--- config.mk ---
export PLATFORM = sky130hd
export DESIGN_NAME = fxp8s_pe_host_flat
export DESIGN_NICKNAME = d
export VERILOG_FILES = /design/src/rtl/fxp8s_pe_host_if.sv /design/src/rtl/fxp8s_pe_host.sv /design/src/flat_wrapper.sv
export SDC_FILE = /design/constraint.sdc
export NUM_CORES = 1
export LEC_CHECK = 0
export CORE_UTILIZATION = 30
export CTS_CLUSTER_DIAMETER = 30
export CTS_CLUSTER_SIZE = 16
export DETAILED_ROUTE_END_ITERATION = 8
export GPL_TIMING_DRIVEN = 0
export PLACE_DENSITY = 0.51
export SYNTH_ARGS = -nofsm -noshare
export SYNTH_HDL_FRONTEND = slang
export SYNTH_SLANG_ARGS = --single-unit
--- constraint.sdc ---
create_clock -name clk -period 2.4 [get_ports clk]
set_input_delay 0.48 -clock clk [delete_from_list [all_inputs] [get_ports clk]]
set_output_delay 0.48 -clock clk [all_outputs]
set_load 0.01 [all_outputs]
--- src/rtl/fxp8s_pe_host_if.sv ---
// Host <-> PE streaming interface: row beats out to the PE, result rows back.
// The host (fxp8s_pe_host) uses the master modport and the PE uses the slave modport.
interface fxp8s_pe_host_if;
  logic        en_in_data;
  logic        rdy_in_data;
  logic        in_mat;
  logic        in_mat_done;
  logic [15:0] in_data;
  logic        en_out_data;
  logic        rdy_out_data;
  logic        out_mat_done;
  logic [15:0] out_data;

  modport master (
    output en_in_data,
    output in_mat,
    output in_mat_done,
    output in_data,
    output rdy_out_data,
    input  rdy_in_data,
    input  en_out_data,
    input  out_mat_done,
    input  out_data
  );

  modport slave (
    input  en_in_data,
    input  in_mat,
    input  in_mat_done,
    input  in_data,
    input  rdy_out_data,
    output rdy_in_data,
    output en_out_data,
    output out_mat_done,
    output out_data
  );
endinterface

--- src/rtl/fxp8s_pe_host.sv ---
// Host for a 2x2 FXP8S PE: holds matrices A/B, streams their rows, collects the result rows.
// Optional stall watchdog with err output when FXP8S_HOST_TIMEOUT_EN is defined.
module fxp8s_pe_host (
  input  logic       clk,
  input  logic       rstn,
  input  logic       cfg_we,
  input  logic [2:0] cfg_addr,
  input  logic [7:0] cfg_wdata,
  input  logic       start,
  output logic       busy,
  output logic       done,
  fxp8s_pe_host_if.master pe,
  input  logic [1:0] res_addr,
  output logic [7:0] res_data
`ifdef FXP8S_HOST_TIMEOUT_EN
  ,
  output logic       err
`endif
);

  typedef enum logic [1:0] {StIdle, StSend, StRecv, StDone} state_e;

  state_e     state_q, state_d;
  logic [1:0] beat_q, beat_d;
  logic       row_q, row_d;
  logic [7:0] mat_q [8];
  logic [7:0] res_q [4];
  logic       send, beat_fire, res_fire, timeout;

  assign send      = (state_q == StSend);
  assign beat_fire = send & pe.rdy_in_data;
  assign res_fire  = (state_q == StRecv) & pe.en_out_data;

`ifdef FXP8S_HOST_TIMEOUT_EN
  logic [7:0] stall_q, stall_d;
  logic       err_q, err_d;

  assign timeout = ((state_q == StSend) | (state_q == StRecv)) & ~(beat_fire | res_fire) &
                   (stall_q == 8'hFF);
  assign err     = err_q;

  always_comb begin
    stall_d = stall_q;
    err_d   = err_q;
    if ((state_d != state_q) || beat_fire || res_fire) begin
      stall_d = '0;
    end else if ((state_q == StSend) || (state_q == StRecv)) begin
      stall_d = stall_q + 8'd1;
    end
    if (timeout) begin
      err_d = 1'b1;
    end else if ((state_q == StIdle) && start) begin
      err_d = 1'b0;
    end
  end

  always_ff @(posedge clk or negedge rstn) begin
    if (!rstn) begin
      stall_q <= '0;
      err_q   <= 1'b0;
    end else begin
      stall_q <= stall_d;
      err_q   <= err_d;
    end
  end
`else
  assign timeout = 1'b0;
`endif

  always_comb begin
    state_d = state_q;
    beat_d  = beat_q;
    row_d   = row_q;
    case (state_q)
      StIdle: begin
        if (start) begin
          state_d = StSend;
          beat_d  = '0;
          row_d   = 1'b0;
        end
      end
      StSend: begin
        if (beat_fire) begin
          beat_d = beat_q + 2'd1;
          if (beat_q == 2'd3) state_d = StRecv;
        end
      end
      StRecv: begin
        if (res_fire) begin
          row_d = ~row_q;
          if (pe.out_mat_done) state_d = StDone;
        end
      end
      StDone:  state_d = StIdle;
      default: state_d = StIdle;
    endcase
    if (timeout) state_d = StIdle;
  end

  always_ff @(posedge clk or negedge rstn) begin
    if (!rstn) begin
      state_q <= StIdle;
      beat_q  <= '0;
      row_q   <= 1'b0;
    end else begin
      state_q <= state_d;
      beat_q  <= beat_d;
      row_q   <= row_d;
    end
  end

  // Matrix registers are only writable while idle so a running stream never changes under the PE.
  always_ff @(posedge clk or negedge rstn) begin
    if (!rstn) begin
      for (int i = 0; i < 8; i++) mat_q[i] <= '0;
    end else if (cfg_we && (state_q == StIdle)) begin
      mat_q[cfg_addr] <= cfg_wdata;
    end
  end

  always_ff @(posedge clk or negedge rstn) begin
    if (!rstn) begin
      for (int i = 0; i < 4; i++) res_q[i] <= '0;
    end else if (res_fire) begin
      res_q[{row_q, 1'b0}] <= pe.out_data[7:0];
      res_q[{row_q, 1'b1}] <= pe.out_data[15:8];
    end
  end

  // Beat index is {matrix, row}; beat data only changes when a beat is accepted.
  assign pe.en_in_data   = send;
  assign pe.in_mat       = send & beat_q[1];
  assign pe.in_mat_done  = send & beat_q[0];
  assign pe.in_data      = send ? {mat_q[{beat_q, 1'b1}], mat_q[{beat_q, 1'b0}]} : 16'h0000;
  assign pe.rdy_out_data = (state_q == StRecv);

  assign busy     = (state_q != StIdle);
  assign done     = (state_q == StDone);
  assign res_data = res_q[res_addr];

endmodule

--- src/flat_wrapper.sv ---
// flat-port wrapper written by rule: the top's interface ports become plain ports
module fxp8s_pe_host_flat 
  (clk, rstn, cfg_we, cfg_addr, cfg_wdata, start, busy, done, res_addr, res_data, pe_en_in_data, pe_in_mat, pe_in_mat_done, pe_in_data, pe_rdy_out_data, pe_rdy_in_data, pe_en_out_data, pe_out_mat_done, pe_out_data);
  fxp8s_pe_host_if pe_i ();
  input  logic clk;
  input  logic rstn;
  input  logic cfg_we;
  input  logic [2:0] cfg_addr;
  input  logic [7:0] cfg_wdata;
  input  logic start;
  output logic busy;
  output logic done;
  input  logic [1:0] res_addr;
  output logic [7:0] res_data;
  output wire logic [$bits(pe_i.en_in_data)-1:0] pe_en_in_data;
  output wire logic [$bits(pe_i.in_mat)-1:0] pe_in_mat;
  output wire logic [$bits(pe_i.in_mat_done)-1:0] pe_in_mat_done;
  output wire logic [$bits(pe_i.in_data)-1:0] pe_in_data;
  output wire logic [$bits(pe_i.rdy_out_data)-1:0] pe_rdy_out_data;
  input wire logic [$bits(pe_i.rdy_in_data)-1:0] pe_rdy_in_data;
  input wire logic [$bits(pe_i.en_out_data)-1:0] pe_en_out_data;
  input wire logic [$bits(pe_i.out_mat_done)-1:0] pe_out_mat_done;
  input wire logic [$bits(pe_i.out_data)-1:0] pe_out_data;
  assign pe_en_in_data = pe_i.en_in_data;
  assign pe_in_mat = pe_i.in_mat;
  assign pe_in_mat_done = pe_i.in_mat_done;
  assign pe_in_data = pe_i.in_data;
  assign pe_rdy_out_data = pe_i.rdy_out_data;
  assign pe_i.rdy_in_data = pe_rdy_in_data;
  assign pe_i.en_out_data = pe_en_out_data;
  assign pe_i.out_mat_done = pe_out_mat_done;
  assign pe_i.out_data = pe_out_data;
  fxp8s_pe_host u_core (.clk(clk), .rstn(rstn), .cfg_we(cfg_we), .cfg_addr(cfg_addr), .cfg_wdata(cfg_wdata), .start(start), .busy(busy), .done(done), .pe(pe_i), .res_addr(res_addr), .res_data(res_data));
endmodule
## Yosys cells after proc, flatten, opt, wreduce, memory -nomap -nowiden

Index checks and enable logic that the tools add are counted.

| storage, ports and cells | value |
|---|---|
| register bits | 101 |
| bits of input ports | 36 |
| output and inout bits | 30 |

| cells by class | value |
|---|---|
| add/sub/neg operators | 1 |
| magnitude comparators | 9 |
| equality and inequality tests | 9 |
| muxes and demuxes | 31 |
| bitwise logic cells | 11 |
| reductions and logical operators | 11 |

Operator list:

| operator | number |
|---|---|
| 2-to-1 mux 8 bit | 9 |
| bitwise mux 32 bit | 2 |
| bitwise mux 64 bit | 1 |
| binary-select mux 8 bit (select 3 bit) | 2 |
| demux 8 bit (select 2 bit) | 2 |
| demux 8 bit (select 3 bit) | 1 |
| binary-select mux 8 bit (select 2 bit) | 1 |
| 2-to-1 mux 16 bit | 1 |
| 2-to-1 mux 2 bit | 7 |
| >= comparator 4 bit, second input constant | 3 |
| NOT 3 -> 4 bit | 3 |
| >= comparator 3 bit, second input constant | 3 |
| NOT 2 -> 3 bit | 3 |
| one-hot mux 2 bit (4 select lines) | 1 |
| equality test 2 bit, second input constant | 3 |
| less-than comparator 3 x 1 -> 1 bit, second input constant | 2 |
| != test 2 bit, second input constant | 3 |
| AND reduction 3 bit | 2 |
| nonzero test 2 bit | 3 |
| AND reduction 5 bit | 1 |
| AND 1 bit | 4 |
| logical AND 1 bit | 4 |
| less-than comparator 4 x 1 -> 1 bit, second input constant | 1 |
| != test 2 x 1 -> 1 bit, second input constant | 2 |
| 7 further kinds | 8 |

## Logic depth before layout (Yosys ltp)

| logic depth | value |
|---|---|
| word-level depth | 7 |
| mapped depth | 6 |
| gate-level depth less buffers | 6 |

## Worst setup path before layout

OpenSTA, ideal clock, no wires.

| path | value |
|---|---|
| path kind | register to output |
| from | reg u_core.beat_q[0] |
| to | out pe_in_data[10] |
| arrival | 1.595 ns |
| required time | 1.920 ns |
| setup slack | 0.325 ns |
| cell stages (with the launch flop) | 5 |
| buffers on the path | 2 |
| cell sequence | dfrtp_1 > buf_2 > buf_2 > mux4_2 > and2_1 |

| between the ends | value |
|---|---|
| word-level cells in the longest chain between the ends | 5 |

RTL lines:

| item | line | source |
|---|---|---|
| from (decl) | fxp8s_pe_host.sv:24 | `logic [1:0] beat_q, beat_d;` |
| from (signal assigned) | fxp8s_pe_host.sv:107 | `beat_q <= beat_d;` |
| NOT 3 -> 4 bit (not written as such) | fxp8s_pe_host.sv:134 | `assign pe.in_data = send ? {mat_q[{beat_q, 1'b1}], mat_q[{beat_q, 1'b0}]} : 16'h0000;` |
| binary-select mux 8 bit (select 3 bit) | fxp8s_pe_host.sv:134 |  |
| 2-to-1 mux 8 bit (not written as such) (2 in a row) | fxp8s_pe_host.sv:134 |  |
| 2-to-1 mux 16 bit | fxp8s_pe_host.sv:134 |  |
| to (decl) | flat_wrapper.sv:18 | `output wire logic [$bits(pe_i.in_data)-1:0] pe_in_data;` |

Every way passes these cells. The select of a mux whose other input is x is not followed.

## Worst setup path in the final report

| path | value |
|---|---|
| from | in res_addr[0] |
| to | out res_data[0] |

| between the ends | value |
|---|---|
| word-level cells in the longest chain between the ends | 4 |

RTL lines:

| item | line | source |
|---|---|---|
| from (decl) | flat_wrapper.sv:13 | `input logic [1:0] res_addr;` |
| NOT 2 -> 3 bit (not written as such) | fxp8s_pe_host.sv:139 | `assign res_data = res_q[res_addr];` |
| binary-select mux 8 bit (select 2 bit) | fxp8s_pe_host.sv:139 |  |
| 2-to-1 mux 8 bit (not written as such) (2 in a row) | fxp8s_pe_host.sv:139 |  |
| to (decl) | flat_wrapper.sv:14 | `output logic [7:0] res_data;` |

Every way passes these cells. The select of a mux whose other input is x is not followed.

==> summary.txt <==
Status = completed
Worst r2r dst = u_core.res_q[0]$_DFFE_PN0P_
CP max stage cell = mux4_2
Total Power = 7.136 mW
Layout Skew = 0.006466 ns
Post-DP HPWL = 6869 µm
Mapped cell area = 4702 µm²
Yosys warns = 0
Drt drc = 0
Critical Path AT = 1.84 ns
Buf/Inv on CP = 2
First-pass GRT wire length = 16540 µm
Rel. slew slack = 57.53%
Clk_lat worst skew = 0.34 ns
Cell with the most instances after synthesis = dfrtp_1
Synth top area share = 53.75%
Kind of critical path = input port to primary output
Final Cell Area = 6082 µm²
Vias = 2778
CP Data Required Time = 1.92 ns
Minimum clock period = 2.318 ns
Depth of the CTS H-tree = 3
Area grow syn2layout = 29.35%
RSZ-0062 raised after global routing = false
CP endpoint kind = primary output
Total gr overflow = 0
ANT cells = 0
Post-synth EDFFs = 0
Root Driver = clkbuf_16
Aggregate global-route resource usage = 13.85%
P_leak = 2.695 nW
Maximum clock frequency = 431.5 MHz
# fillers = 1459
Sink Count = 101
Synthesized Nets = 340
CTS tree = done
Yosys top cell by area = dfrtp_1
Share of cells above drive strength 1 = 48.45%
TritonRoute pass-1 iters = 4
Cells along the critical path = buf_2 > mux4_2 > clkdlybuf4s50_1
CORE AREA = 15260 µm²
Area of the multi-input gates = 2118 µm²
# rows = 45
Pwr/cell area = 1173 nW/µm²
Flops & latches, synth = 101
Cells after Synth = 297
Top FF cell, synth = dfrtp_1
Initial antenna violation count = 0
Critical Path Source Type = input port
Post-synth top cells = dfrtp_1 (101), mux2_2 (89), mux4_2 (24)
Worst-path fanout max = 8
Cells after DPL = 571
Worst path max stage delay = 0.57 ns
Post-route insts no fill = 597
WHS = 0.07514 ns
Die Y = 127.2 µm
Worst Reg-to-Reg Cells = 5
TritonCTS buffer count = 9
Worst-Margin Slew = 0.6371 ns
Initial Util = 30.82%
Delay-heaviest family, CP = buffers and inverters
Gpl congestion = 0.7086
Count of final max-slew check failures = 0
Die W = 127.2 µm
Max-cap viol count = 0
Crit share post-route = 96.57%
Clk slew on worst S/H paths = 0.07 ns
Reg2Reg Setup Slack = 0.18 ns
Ys async rst share = 100.0%
Port buffer count = 62
IO Count = 66
Min-Delay Path Class = input port to async pin
Place WS = -0.4482 ns
CTS Buffer Depth = 2
Largest cells by area after synthesis = dfrtp_1 (54%), mux2_2 (21%), mux4_2 (11%)
Total Nets Final = 424
Register Area = 2527 µm²
Distinct cells, synth = 28
Largest net degree at the start of global routing = 72
Sequential share of the synthesized area = 53.75%
Final worst slack = 0.08227 ns
Routed Antenna Nets = 0
Cell Area, Placed = 5612 µm²
Hold buffer count at CTS = 0
WL per Instance = 17.63 µm
VDD IR max = 0.4056 mV
Detailed Route Iter0 Violations = 96
Final setup violating endpoints = 0
Hold Vio Cnt, Final = 0
Die Area = 16180 µm²
Vias in the first global route = 2962
Vias/cell = 4.653
Routed WL = 10530 µm
RR Startpoint = u_core.state_q[0]$_DFFE_PN0P_
Syn Area/Cell = 15.83 µm²
[state kept, by name (all words and copies together) (netlist names)]
signal          flops
u_core.res_q       32
u_core.row_q        1
u_core.mat_q       64
u_core.state_q      2
u_core.beat_q       2
[report_power, final]
group	total (mW)	leakage [nW]	internal [mW]	switching, mW
sequential	2.81	1.27	2.44	0.360
clock	1.61	0.166	0.973	0.635
combinational	2.72	1.26	1.70	1.02
total	7.14	2.70	5.12	2.02
[area by class of cell]
type / instances / area share [%]
Buffer: 12 / 2.098
Inverter: 7 / 0.4320
Multi-Input combinational cell: 177 / 34.83
Timing Repair Buffer: 73 / 11.23
Clock buffer: 11 / 4.156
Tap cell: 211 / 4.341
Clock inverter: 5 / 1.358
Sequential cell: 101 / 41.56
[worst max path at each step]
stage,slack (ns),end,start,cells past startpoint
global placement,-3.05,u_core.mat_q[33]$_DFFE_PN0P_,rstn,1
floorplan,0.33,pe_in_data[10],u_core.beat_q[0]$_DFFE_PN0P_,4
detailed placement,-0.45,pe_in_data[12],u_core.beat_q[0]$_DFFE_PN0P_,5
finish,0.08,res_data[0],res_addr[0],3
CTS,-0.04,pe_in_data[3],u_core.beat_q[0]$_DFFE_PN0P_,5
global route,0.01,pe_in_data[7],u_core.beat_q[0]$_DFFE_PN0P_,4
[placed cells by master, fill, tap and decap left out, types with 2 or more instances in the layout]
cell	count
clkbuf_2	7
buf_4	8
ha_1	5
nor2_2	4
nand3_1	3
clkbuf_16	10
clkinv_4	2
buf_6	3
mux4_2	24
dfrtp_1	101
dlymetal6s2s_1	2
buf_2	11
mux2_4	8
nand3b_1	2
mux2_2	89
clkbuf_8	4
buf_12	3
and2_1	18
clkdlybuf4s50_1	43
bufinv_16	2
mux2i_1	2
o21ai_0	3
nor3_4	2
nand2_1	4
inv_1	6
[stage by stage]
step           TNS [ns]  util (%)
6_report              0     39.86
4_1_cts        -0.08310     39.78
3_3_place_gp    -312.62     36.61
5_1_grt               0     39.86
3_5_place_dp     -6.337     36.78
2_1_floorplan         0         -
[per-layer routing]
| layer | GRT usage [%] | wire length, µm |
|---|---|---|
| met2 | 23.66 | 5266 |
| met5 | 0 | 0 |
| met3 | 3.266 | 367 |
| met1 | 17.64 | 4801 |
| met4 | 3.641 | 93 |
[timing repair]
item / 4_1_cts / 5_1_grt
hold endpoints to repair: 0 / 0
gates cloned: 0 / 1
pin swaps: 0 / 1
setup buffers: 8 / 1
resized for setup: 70 / 14
endpoints found under the setup margin: 26 / 28
[logic make-up after synthesis]
| family | Yosys count | synth area share (%) |
|---|---|---|
| buffers and inverters | 19 | 1.836 |
| and+or+nand+nor | 41 | 5.881 |
| AOI/OAI and AO/OA | 6 | 0.8781 |
| DFF | 101 | 53.75 |
| adders and majority gates | 7 | 1.863 |
| muxes | 123 | 35.79 |
No activity file was read; power rests on OpenSTA's default activity.
